`src/rtl/fetch_unit.sv`:
```
// -----------------------------------------------------------------------------
// fetch_unit
//   Instruction fetch stage feeding the single-cycle datapath. Owns the PC,
//   fetches one instruction word per req/ack handshake, presents it with its
//   PC to the datapath, retires it when not stalled and freezes on the halt
//   opcode (instr[31:26] == 6'b111111).
//
//   Ports:
//     clk          clock, all state on the rising edge
//     rstn         asynchronous active-low reset
//     next_pc      next instruction address from the datapath (instr_addr)
//     stall        hold the current instruction in EXEC (no retire)
//     imem_req     instruction memory read request
//     imem_addr    instruction memory word address (the PC register)
//     imem_ack     read data valid on imem_rdata
//     imem_rdata   instruction word from memory
//     instr        registered instruction to the datapath
//     pc_address   PC of instr (the PC register)
//     instr_valid  instr/pc_address valid, datapath executes this cycle
//     halted       halt opcode retired, core frozen
//     retired_cnt  retired-instruction count (FETCH_PERF_CNT_EN only)
//
//   Build option: define FETCH_PERF_CNT_EN to add the retired_cnt counter.
//   The datapath must gate regWrite/memWrite with instr_valid & ~stall.
// -----------------------------------------------------------------------------
module fetch_unit #(
  parameter int unsigned AWIDTH   = 10,
  parameter int unsigned DWIDTH   = 32,
  parameter int unsigned RESET_PC = 0
) (
  input  logic              clk,
  input  logic              rstn,
  input  logic [AWIDTH-1:0] next_pc,
  input  logic              stall,
  output logic              imem_req,
  output logic [AWIDTH-1:0] imem_addr,
  input  logic              imem_ack,
  input  logic [DWIDTH-1:0] imem_rdata,
  output logic [DWIDTH-1:0] instr,
  output logic [AWIDTH-1:0] pc_address,
  output logic              instr_valid,
  output logic              halted
`ifdef FETCH_PERF_CNT_EN
  ,
  output logic [31:0]       retired_cnt
`endif
);

  typedef enum logic [1:0] {
    ST_RST  = 2'd0,
    ST_REQ  = 2'd1,
    ST_EXEC = 2'd2,
    ST_HALT = 2'd3
  } state_t;

  state_t              state_q, state_d;
  logic [AWIDTH-1:0]   pc_q, pc_d;
  logic [DWIDTH-1:0]   instr_q, instr_d;
  logic                halt_op;
  logic                retire;

  assign halt_op = (instr_q[DWIDTH-1 -: 6] == 6'b111111);
  assign retire  = (state_q == ST_EXEC) && !stall;

  always_comb begin
    state_d = state_q;
    pc_d    = pc_q;
    instr_d = instr_q;
    case (state_q)
      ST_RST: state_d = ST_REQ;
      ST_REQ: begin
        if (imem_ack) begin
          instr_d = imem_rdata;
          state_d = ST_EXEC;
        end
      end
      ST_EXEC: begin
        if (!stall) begin
          // The halt instruction keeps its own PC visible on pc_address,
          // so the PC is only advanced for non-halt retirements.
          if (halt_op) begin
            state_d = ST_HALT;
          end else begin
            pc_d    = next_pc;
            state_d = ST_REQ;
          end
        end
      end
      ST_HALT: state_d = ST_HALT;
      default: state_d = ST_RST;
    endcase
  end

  always_ff @(posedge clk or negedge rstn) begin
    if (!rstn) begin
      state_q <= ST_RST;
      pc_q    <= AWIDTH'(RESET_PC);
      instr_q <= '0;
    end else begin
      state_q <= state_d;
      pc_q    <= pc_d;
      instr_q <= instr_d;
    end
  end

  assign imem_req    = (state_q == ST_REQ);
  assign imem_addr   = pc_q;
  assign pc_address  = pc_q;
  assign instr       = instr_q;
  assign instr_valid = (state_q == ST_EXEC);
  assign halted      = (state_q == ST_HALT);

`ifdef FETCH_PERF_CNT_EN
  logic [31:0] cnt_q, cnt_d;

  always_comb begin
    cnt_d = cnt_q;
    if (retire) cnt_d = cnt_q + 32'd1;
  end

  always_ff @(posedge clk or negedge rstn) begin
    if (!rstn) cnt_q <= '0;
    else       cnt_q <= cnt_d;
  end

  assign retired_cnt = cnt_q;
`else
  logic unused_retire;
  assign unused_retire = retire;
`endif

endmodule

```
`config.mk`:
```
export PLATFORM = sky130hd
export DESIGN_NAME = fetch_unit
export DESIGN_NICKNAME = d
export VERILOG_FILES = /design/src/rtl/fetch_unit.sv
export SDC_FILE = /design/constraint.sdc
export NUM_CORES = 1
export LEC_CHECK = 0
export ABC_AREA = 1
export BUFFER_PORTS_ARGS = -buffer_cell sky130_fd_sc_hd__buf_2
export CAP_MARGIN = 20
export CORE_UTILIZATION = 44
export CTS_CLUSTER_SIZE = 8
export DETAILED_ROUTE_END_ITERATION = 10
export GPL_TIMING_DRIVEN = 0
export PLACE_DENSITY = 0.79
export SLEW_MARGIN = 20
export SYNTH_ARGS = -nofsm -noshare
export SYNTH_HDL_FRONTEND = slang
export SYNTH_SLANG_ARGS = --single-unit
export TNS_END_PERCENT = 1
```
`constraint.sdc`:
```
create_clock -name clk -period 1.2 [get_ports clk]
set_input_delay 0.12 -clock clk [delete_from_list [all_inputs] [get_ports clk]]
set_output_delay 0.12 -clock clk [all_outputs]
set_load 0.005 [all_outputs]
```
After elaboration in Yosys (flattened, before gate mapping)
Index checks and enable logic that the tools add are counted.
{"block": "op_classes", "n_eq_ne": 6, "mux": 4, "bitwise": 2, "reduce_logical": 4}
{"operator": "2-bit case mux with 4 select lines", "count": 1}
{"operator": "6-bit equality test, second input constant", "count": 1}
{"operator": "2-bit two-way mux", "count": 3}
{"operator": "2-bit equality test, second input constant", "count": 2}
{"operator": "2-bit AND reduction", "count": 2}
{"operator": "3-bit AND reduction", "count": 1}
{"operator": "2-bit by 1-bit equality test with 1-bit output, second input constant", "count": 1}
{"operator": "2-bit logical NOT", "count": 1}
{"operator": "2-bit by 1-bit != test with 1-bit output, second input constant", "count": 1}
{"operator": "2-bit != test, second input constant", "count": 1}
{"operator": "1-bit inverter", "count": 2}
{"block": "word_totals", "register_bits": 44, "input_bits": 46, "output_inout_bits": 55, "wordCells": 19}

Logic depth before layout (Yosys ltp)
Gate-level depths: netlist (run 1).
{"block": "depth", "ltp_word": 4, "ltp_mapped": 6, "mapped_depth_nobuf": 6}

Worst setup path after synthesis (run 1)
OpenSTA, ideal clock, no wires.
{"block": "synth_timing", "path_kind": "register to register", "start": "register state_q[1]", "end": "register instr_q[26], in the netlist instr[26]", "setup_time_ps": 117, "arrival_time_ps": 931, "required_time_ps": 1083, "slack_ps": 153, "path_stages_with_launch": 6, "path_buffers": 1, "period_less_slack_ps": 1047, "path_cell_list": "dfrtp_1 -> nor2_4 -> nand2_4 -> buf_6 -> nand2_1 -> nand2_1"}
{"block": "synth_via", "elab_chain_len": 2}
{"element": "from (decl)", "line": "56", "rtl": "state_t state_q, state_d;"}
{"element": "from (signal assigned)", "line": "100", "rtl": "state_q <= state_d;"}
{"element": "2-bit by 1-bit equality test with 1-bit output", "line": "69", "rtl": "case (state_q)"}
{"element": "2-bit AND reduction (no source line)"}
{"element": "to (signal assigned)", "line": "102", "rtl": "instr_q <= instr_d;"}
{"element": "to (decl)", "line": "58", "rtl": "logic [DWIDTH-1:0] instr_q, instr_d;"}
Every way passes these cells.
A chain may end at the register's enable or synchronous reset.

Worst setup path in the final report (run 1)
{"block": "layout_timing", "start": "register state_q[1]", "end": "output port imem_req"}
{"block": "layout_via", "elab_chain_len": 1}
{"element": "2-bit by 1-bit equality test with 1-bit output", "line": "106", "rtl": "assign imem_req = (state_q == ST_REQ);"}
{"element": "to (decl)", "line": "35", "rtl": "output logic imem_req,"}
Every way passes these cells.

==> run_results.csv, run 1 <==
group,metric,value,unit
final_layout,stdcell_count,374,
outcome,violations,"hold timing, setup timing",
logic_synthesis,ys_warn_count,0,
timing,hold_viol,44,
timing,period_share,100,%
timing,clock.fmax,0.829,GHz
route,drt_pass1_iterations,4,
grt,grt-ovfl-total,0,
timing,worstMarginPinSlew,0.960,ns
clocking,cts_sinks,44,
floorplan,die_w,67.8,µm
floorplan,row_count,23,
power,power_leakage,1.67,nW
timing,maxSlewViolCount,0,
logic_synthesis,ys_async_sr_fraction,100,%
grt,grt_pass1_wl,6.80,mm
worst_setup_path,required,1.08,ns
grt,antenna_found_initial,0,
clocking,cts_buffer_depth,2,
timing,slew_headroom,36.0,%
final_layout,final_layout_size_suffix_gt1_share,43.5,%
route,wl_per_cell,11.9,µm
timing,setup_violations,1,
logic_synthesis,synth_common_cells,"91 x nand2_1, 44 x dfrtp_1, 44 x nand3_1",
worst_setup_path,path_class,"register to output port",
route,wl,4.44,mm
timing,fin_worst_hold_slack,-0.0308,ns
logic_synthesis,ys.flop_type,"dfrtp_1",
final_layout,antenna_cells,0,
route,vias,1738,
worst_setup_path,cp-startpoint,"state_q[1]",
logic_synthesis,yosys-top-cells-area,"dfrtp_1 58%, nand2_1 18%, nand3_1 12%, buf_4 5.1%, buf_6 2.4%",
clocking,root_buffer,"clkbuf_8",
grt,gr-usage-all-layers,20.4,%
route,ant_nets,0,
logic_synthesis,ys_ff_latch,44,
logic_synthesis,synth-edff-count,0,
place,place_congestion,0.672,
logic_synthesis,synthesis.nets,259,
floorplan,io_pins,101,
clocking,insertion_delay,0.29,ns
logic_synthesis,synthCells,213,
clocking,cts-htree-levels,2,
timing,fin_ws,-0.00593,ns
worst_setup_path,crit_path_end_kind,"output port",
logic_synthesis,synth_top_area_cell,"dfrtp_1",
floorplan,dieArea,4590,µm²
floorplan,core_area,4090,µm²
route,vias_per_cell,4.65,
clocking,cts_buffers,5,
timing,finalClockSkew,0.00605,ns
power,vdd_drop_max,0.696,mV
place,place_inst,362,
final_layout,fin_nets,369,
place,pre_cts_slack,0.0179,ns
run,cap_violations,0,
route,drcViolationCount,0,
outcome,outcome,"complete, but fails checks",
worst_setup_path,regToRegSetupSlack,0.02,ns
grt,grt_max_degree,45,
power,p_total,2.55,mW
worst_setup_path,crit_path_max_fanout,4,
place,place.detailed.hpwl,3.11,mm
place,portBuffers,99,
worst_setup_path,worst_ep_arrival_time,1.09,ns
timing,period_minus_slack,1.21,ns
route,drtIter0Drc,96,
logic_synthesis,synthesis.area,1900,µm²
power,power.density,976,nW/µm²
logic_synthesis,ys_types,13,
worst_setup_path,start_kind,"register",
worst_setup_path,reg2reg_depth,6,
logic_synthesis,synth.avg_cell_area,8.94,µm²
logic_synthesis,synth_most_common_cell,"nand2_1",
min_path,hp-class,"primary input to asynchronous set/reset pin",
worst_setup_path,rr_startpoint,"state_q[1]",
logic_synthesis,seq_area_frac_synth,57.8,%
floorplan,start_util,46.6,%
timing,rsz0062_at_grt,"yes",
clocking,cts_tree,"yes",
clocking,clk_pin_slew,0.08,ns
logic_synthesis,synth_top_area_share,57.8,%
final_layout,syn2layout_area_growth,37.3,%
floorplan,die_h,67.8,µm
worst_setup_path,endpoint,"imem_req",
worst_setup_path,r2r-end,"instr[10]",
grt,grt_pass1_vias,1461,
[report_power, final]
part           switching (mW)  internal (mW)
clock                   0.487          0.459
sequential                  0           1.48
combinational          0.0689         0.0547
total                   0.556           2.00
[timing repair]
item | CTS | global route
hold buffers | 0 | 0
setup buffers | 4 | 0
endpoints found under the setup margin | 1 | 43
cloned | 0 | 0
gates resized for setup | 2 | 6
pin swaps | 1 | 1
[metrics by stage]
stage	utilization, %	setup TNS [ns]	hold WS, ns	area, µm²
global placement	60.3	0	0.326	2460
global route	64.0	-0.888	0.0341	2610
finish	64.0	-0.00593	-0.0308	2610
floorplan	-	0	-0.176	1900
detailed placement	60.3	0	0.338	2460
CTS	63.4	0	0.0111	2590
[cell usage in the layout (no fill, tap or decap)]
| master | instances |
|---|---|
| clkinv_2 | 2 |
| nand2_8 | 1 |
| dfrtp_1 | 43 |
| inv_1 | 4 |
| nand2_1 | 91 |
| nor2_4 | 2 |
| nand3_1 | 44 |
| o21ai_0 | 1 |
| dfrtp_2 | 1 |
| buf_6 | 7 |
| clkbuf_8 | 6 |
| nand2_2 | 2 |
| buf_2 | 102 |
| buf_4 | 16 |
| nor2_2 | 1 |
| inv_2 | 1 |
[layout make-up]
class	count	area, µm²
flip-flops and latches	44	1100
inverters	5	18.8
well taps	50	62.6
clock inverters	2	10.0
repair buffers	103	536
fillers	385	1470
multi-input cells	142	628
clock buffers	6	82.6
plain buffers	22	174
[cells by family (layout without fill, tap and decap cells)]
kind of cell	after synthesis	count (layout)	share of synthesized area, %
buffers and inverters	27	138	9.79
AND/OR/NAND/NOR	141	141	32.1
flip-flops	44	44	57.8
AO/OA/AOI/OAI	1	1	0.263
[layer usage]
metal	GRT usage [%]	share of wire, %
met3	6.59	6.6
met4	7.03	1.2
met1	26.1	43
met5	0	0
met2	32.3	49
[critical path, cell delays in order, from the launching register on]
cell and delay [ns]:
dfrtp_2 0.45, nor2_4 0.15, buf_6 0.12, buf_6 0.08
[sequential cells by signal, summed over array words and instances, names as in the netlist]
| register | flops |
|---|---|
| instr | 32 |
| state_q | 2 |
| imem_addr | 10 |
[worst min-delay path by stage]
| stage | end | slack [ns] | depth (start not counted) |
|---|---|---|---|
| 6_report | instr[16] | -0.03 | 1 |
| 5_1_grt | instr[13] | 0.03 | 1 |
| 4_1_cts | instr[15] | 0.01 | 1 |
| 3_5_place_dp | instr[15] | 0.34 | 1 |
| 3_3_place_gp | instr[15] | 0.33 | 1 |
| 2_1_floorplan | imem_addr[0] | -0.18 | 0 |
Note: power is estimated with default switching activity, not from simulation.
==> run 2: changes to the inputs <==
--- a/config.mk
+++ b/config.mk
@@ -6,7 +6,7 @@
 export NUM_CORES = 1
 export LEC_CHECK = 0
 export ABC_AREA = 1
-export BUFFER_PORTS_ARGS = -buffer_cell sky130_fd_sc_hd__buf_2
+export BUFFER_PORTS_ARGS = -buffer_cell sky130_fd_sc_hd__buf_4
 export CAP_MARGIN = 20
 export CORE_UTILIZATION = 44
 export CTS_CLUSTER_SIZE = 8
==> run_results.csv, run 2 (same netlist as run 1, synthesis figures left out) <==
group,metric,value,unit
outcome,outcome,"finished, final reports clean",
timing,period_minus_slack,1.17,ns
floorplan,die_w,67.8,µm
place,place.detailed.hpwl,3.18,mm
power,p_int,2.05,mW
place,place_inst,362,
route,vias,1805,
clocking,root_buffer,"clkbuf_8",
final_layout,antenna_cells,0,
power,seqPwrFrac,57.1,%
worst_setup_path,crit_path_end_kind,"output port",
min_path,hp-class,"primary input to register",
route,drt_pass1_iterations,4,
route,wl,4.51,mm
worst_setup_path,required,1.08,ns
final_layout,syn2layout_area_growth,53.2,%
power,power.density,889,nW/µm²
power,combPwrFrac,6.4,%
floorplan,start_util,46.6,%
timing,slew_headroom,63.2,%
final_layout,final_cell_mix,"116 x buf_4, 90 x nand2_1, 44 x nand3_1, 43 x dfrtp_1, 9 x buf_6",
clocking,cts_buffers,5,
clocking,cts_sinks,44,
grt,gr-usage-all-layers,20.7,%
route,drcViolationCount,0,
grt,grt_pass1_wl,7.14,mm
clocking,cts_tree,"yes",
power,switching_power,547,µW
final_layout,layout_commonest_cell,"buf_4",
floorplan,die_h,67.8,µm
timing,clock.fmax,0.853,GHz
worst_setup_path,worst_ep_arrival_time,1.05,ns
route,ant_nets,0,
clocking,cts-htree-levels,2,
timing,finalClockSkew,0.00869,ns
power,p_total,2.59,mW
power,swShare,21.1,%
floorplan,io_pins,101,
place,place_congestion,0.691,
clocking,insertion_delay,0.29,ns
final_layout,largest_register_ffs,32,
worst_setup_path,crit_path_max_fanout,3,
timing,hold_viol,0,
final_layout,fin_nets,375,
grt,grt_max_degree,45,
clocking,clk_pin_slew,0.08,ns
final_layout,stdcell_count,380,
clocking,cts_buffer_depth,2,
grt,grt-ovfl-total,0,
grt,antenna_found_initial,0,
power,vdd_drop_max,0.553,mV
grt,grt_pass1_vias,1638,
floorplan,core_area,4090,µm²
route,vias_per_cell,4.75,
floorplan,dieArea,4590,µm²
worst_setup_path,path_class,"register to output port",
timing,worstMarginPinSlew,0.552,ns
timing,finalSetupTns,0,ns
run,cap_violations,0,
final_layout,final_layout_size_suffix_gt1_share,44.2,%
timing,maxSlewViolCount,0,
floorplan,row_count,23,
power,p_clk_share,36.5,%
timing,setup_violations,0,
timing,period_share,97.7,%
place,portBuffers,99,
route,drtIter0Drc,86,
timing,rsz0062_at_grt,"yes",
worst_setup_path,start_kind,"register",
power,power_leakage,1.73,nW
route,wl_per_cell,11.9,µm
timing,fin_worst_hold_slack,0.0570,ns
-- run 2: cell types whose count changed in the layout (fill, tap and decap cells not counted), moves of 2 or more --
| cell | before | now |
|---|---|---|
| clkinv_2 | 2 | 0 |
| buf_2 | 102 | 5 |
| buf_4 | 16 | 116 |
| buf_6 | 7 | 9 |
-- run 2: what timing repair did --
item / 4_1_cts / 5_1_grt
gates resized for setup: 4 / 6
buffers inserted: 4 / 5
hold buffers: 1 / 0
endpoints found under the setup margin: 29 / 30
hold endpoints to repair: 44 / 0
pin swaps: 1 / 1
-- run 2: final timing paths --
check	start	to	slack [ns]	cells after the start
worst min-delay path	imem_rdata[17]	instr[17]	0.06	3
worst min register to register	instr[15]	instr[15]	0.47	2
worst max-delay path	state_q[1]	imem_req	0.03	3
min in group asynchronous	rstn	instr[13]	0.35	2
max in group asynchronous	rstn	state_q[1]	0.43	2
worst max register to register	state_q[1]	instr[3]	0.03	6
-- run 2: critical path: stages, from the launching register on --
cell and delay [ns]:
dfrtp_2 0.45, nor2_4 0.12, buf_6 0.12, buf_6 0.08
-- run 2: metrics by stage --
step,worst slack [ns],instance area (µm²),utilization (%)
after floorplan,0.153,1900,-
after global placement,0.0370,2710,66.3
after detailed placement,-0.00289,2710,66.3
after CTS,-0.00276,2860,69.9
after global routing,-0.0333,2920,71.4
final,0.0274,2920,71.4
-- run 2: final cells by class --
cell class                      instances  area [µm²]
Fill cell                             335        1170
Clock inverter                          1        7.51
Timing Repair Buffer                  109         836
Sequential cell                        44        1100
Inverter                                5        18.8
Buffer                                 22         171
Clock buffer                            7        86.3
Multi-Input combinational cell        142         633
Tap cell                               50        62.6
-- run 2: power groups by stage --
stage	logic (mW)	clock network (mW)	registers, mW
CTS	0.168	0.962	1.48
finish	0.166	0.946	1.48
global route	0.184	1.03	1.48
floorplan	0.0184	0	1.51
detailed placement	0.166	0	1.51
global placement	0.164	0	1.51
-- run 2: metal layers --
| layer | up-vias | track usage [%] | share of wire, % |
|---|---|---|---|
| met2 | 68 | 34.8 | 50 |
| met4 | 0 | 5.47 | 0.40 |
| li1 | 896 | - | - |
| met5 | - | 0 | 0 |
| met3 | 2 | 5.07 | 7.3 |
| met1 | 839 | 26.6 | 42 |
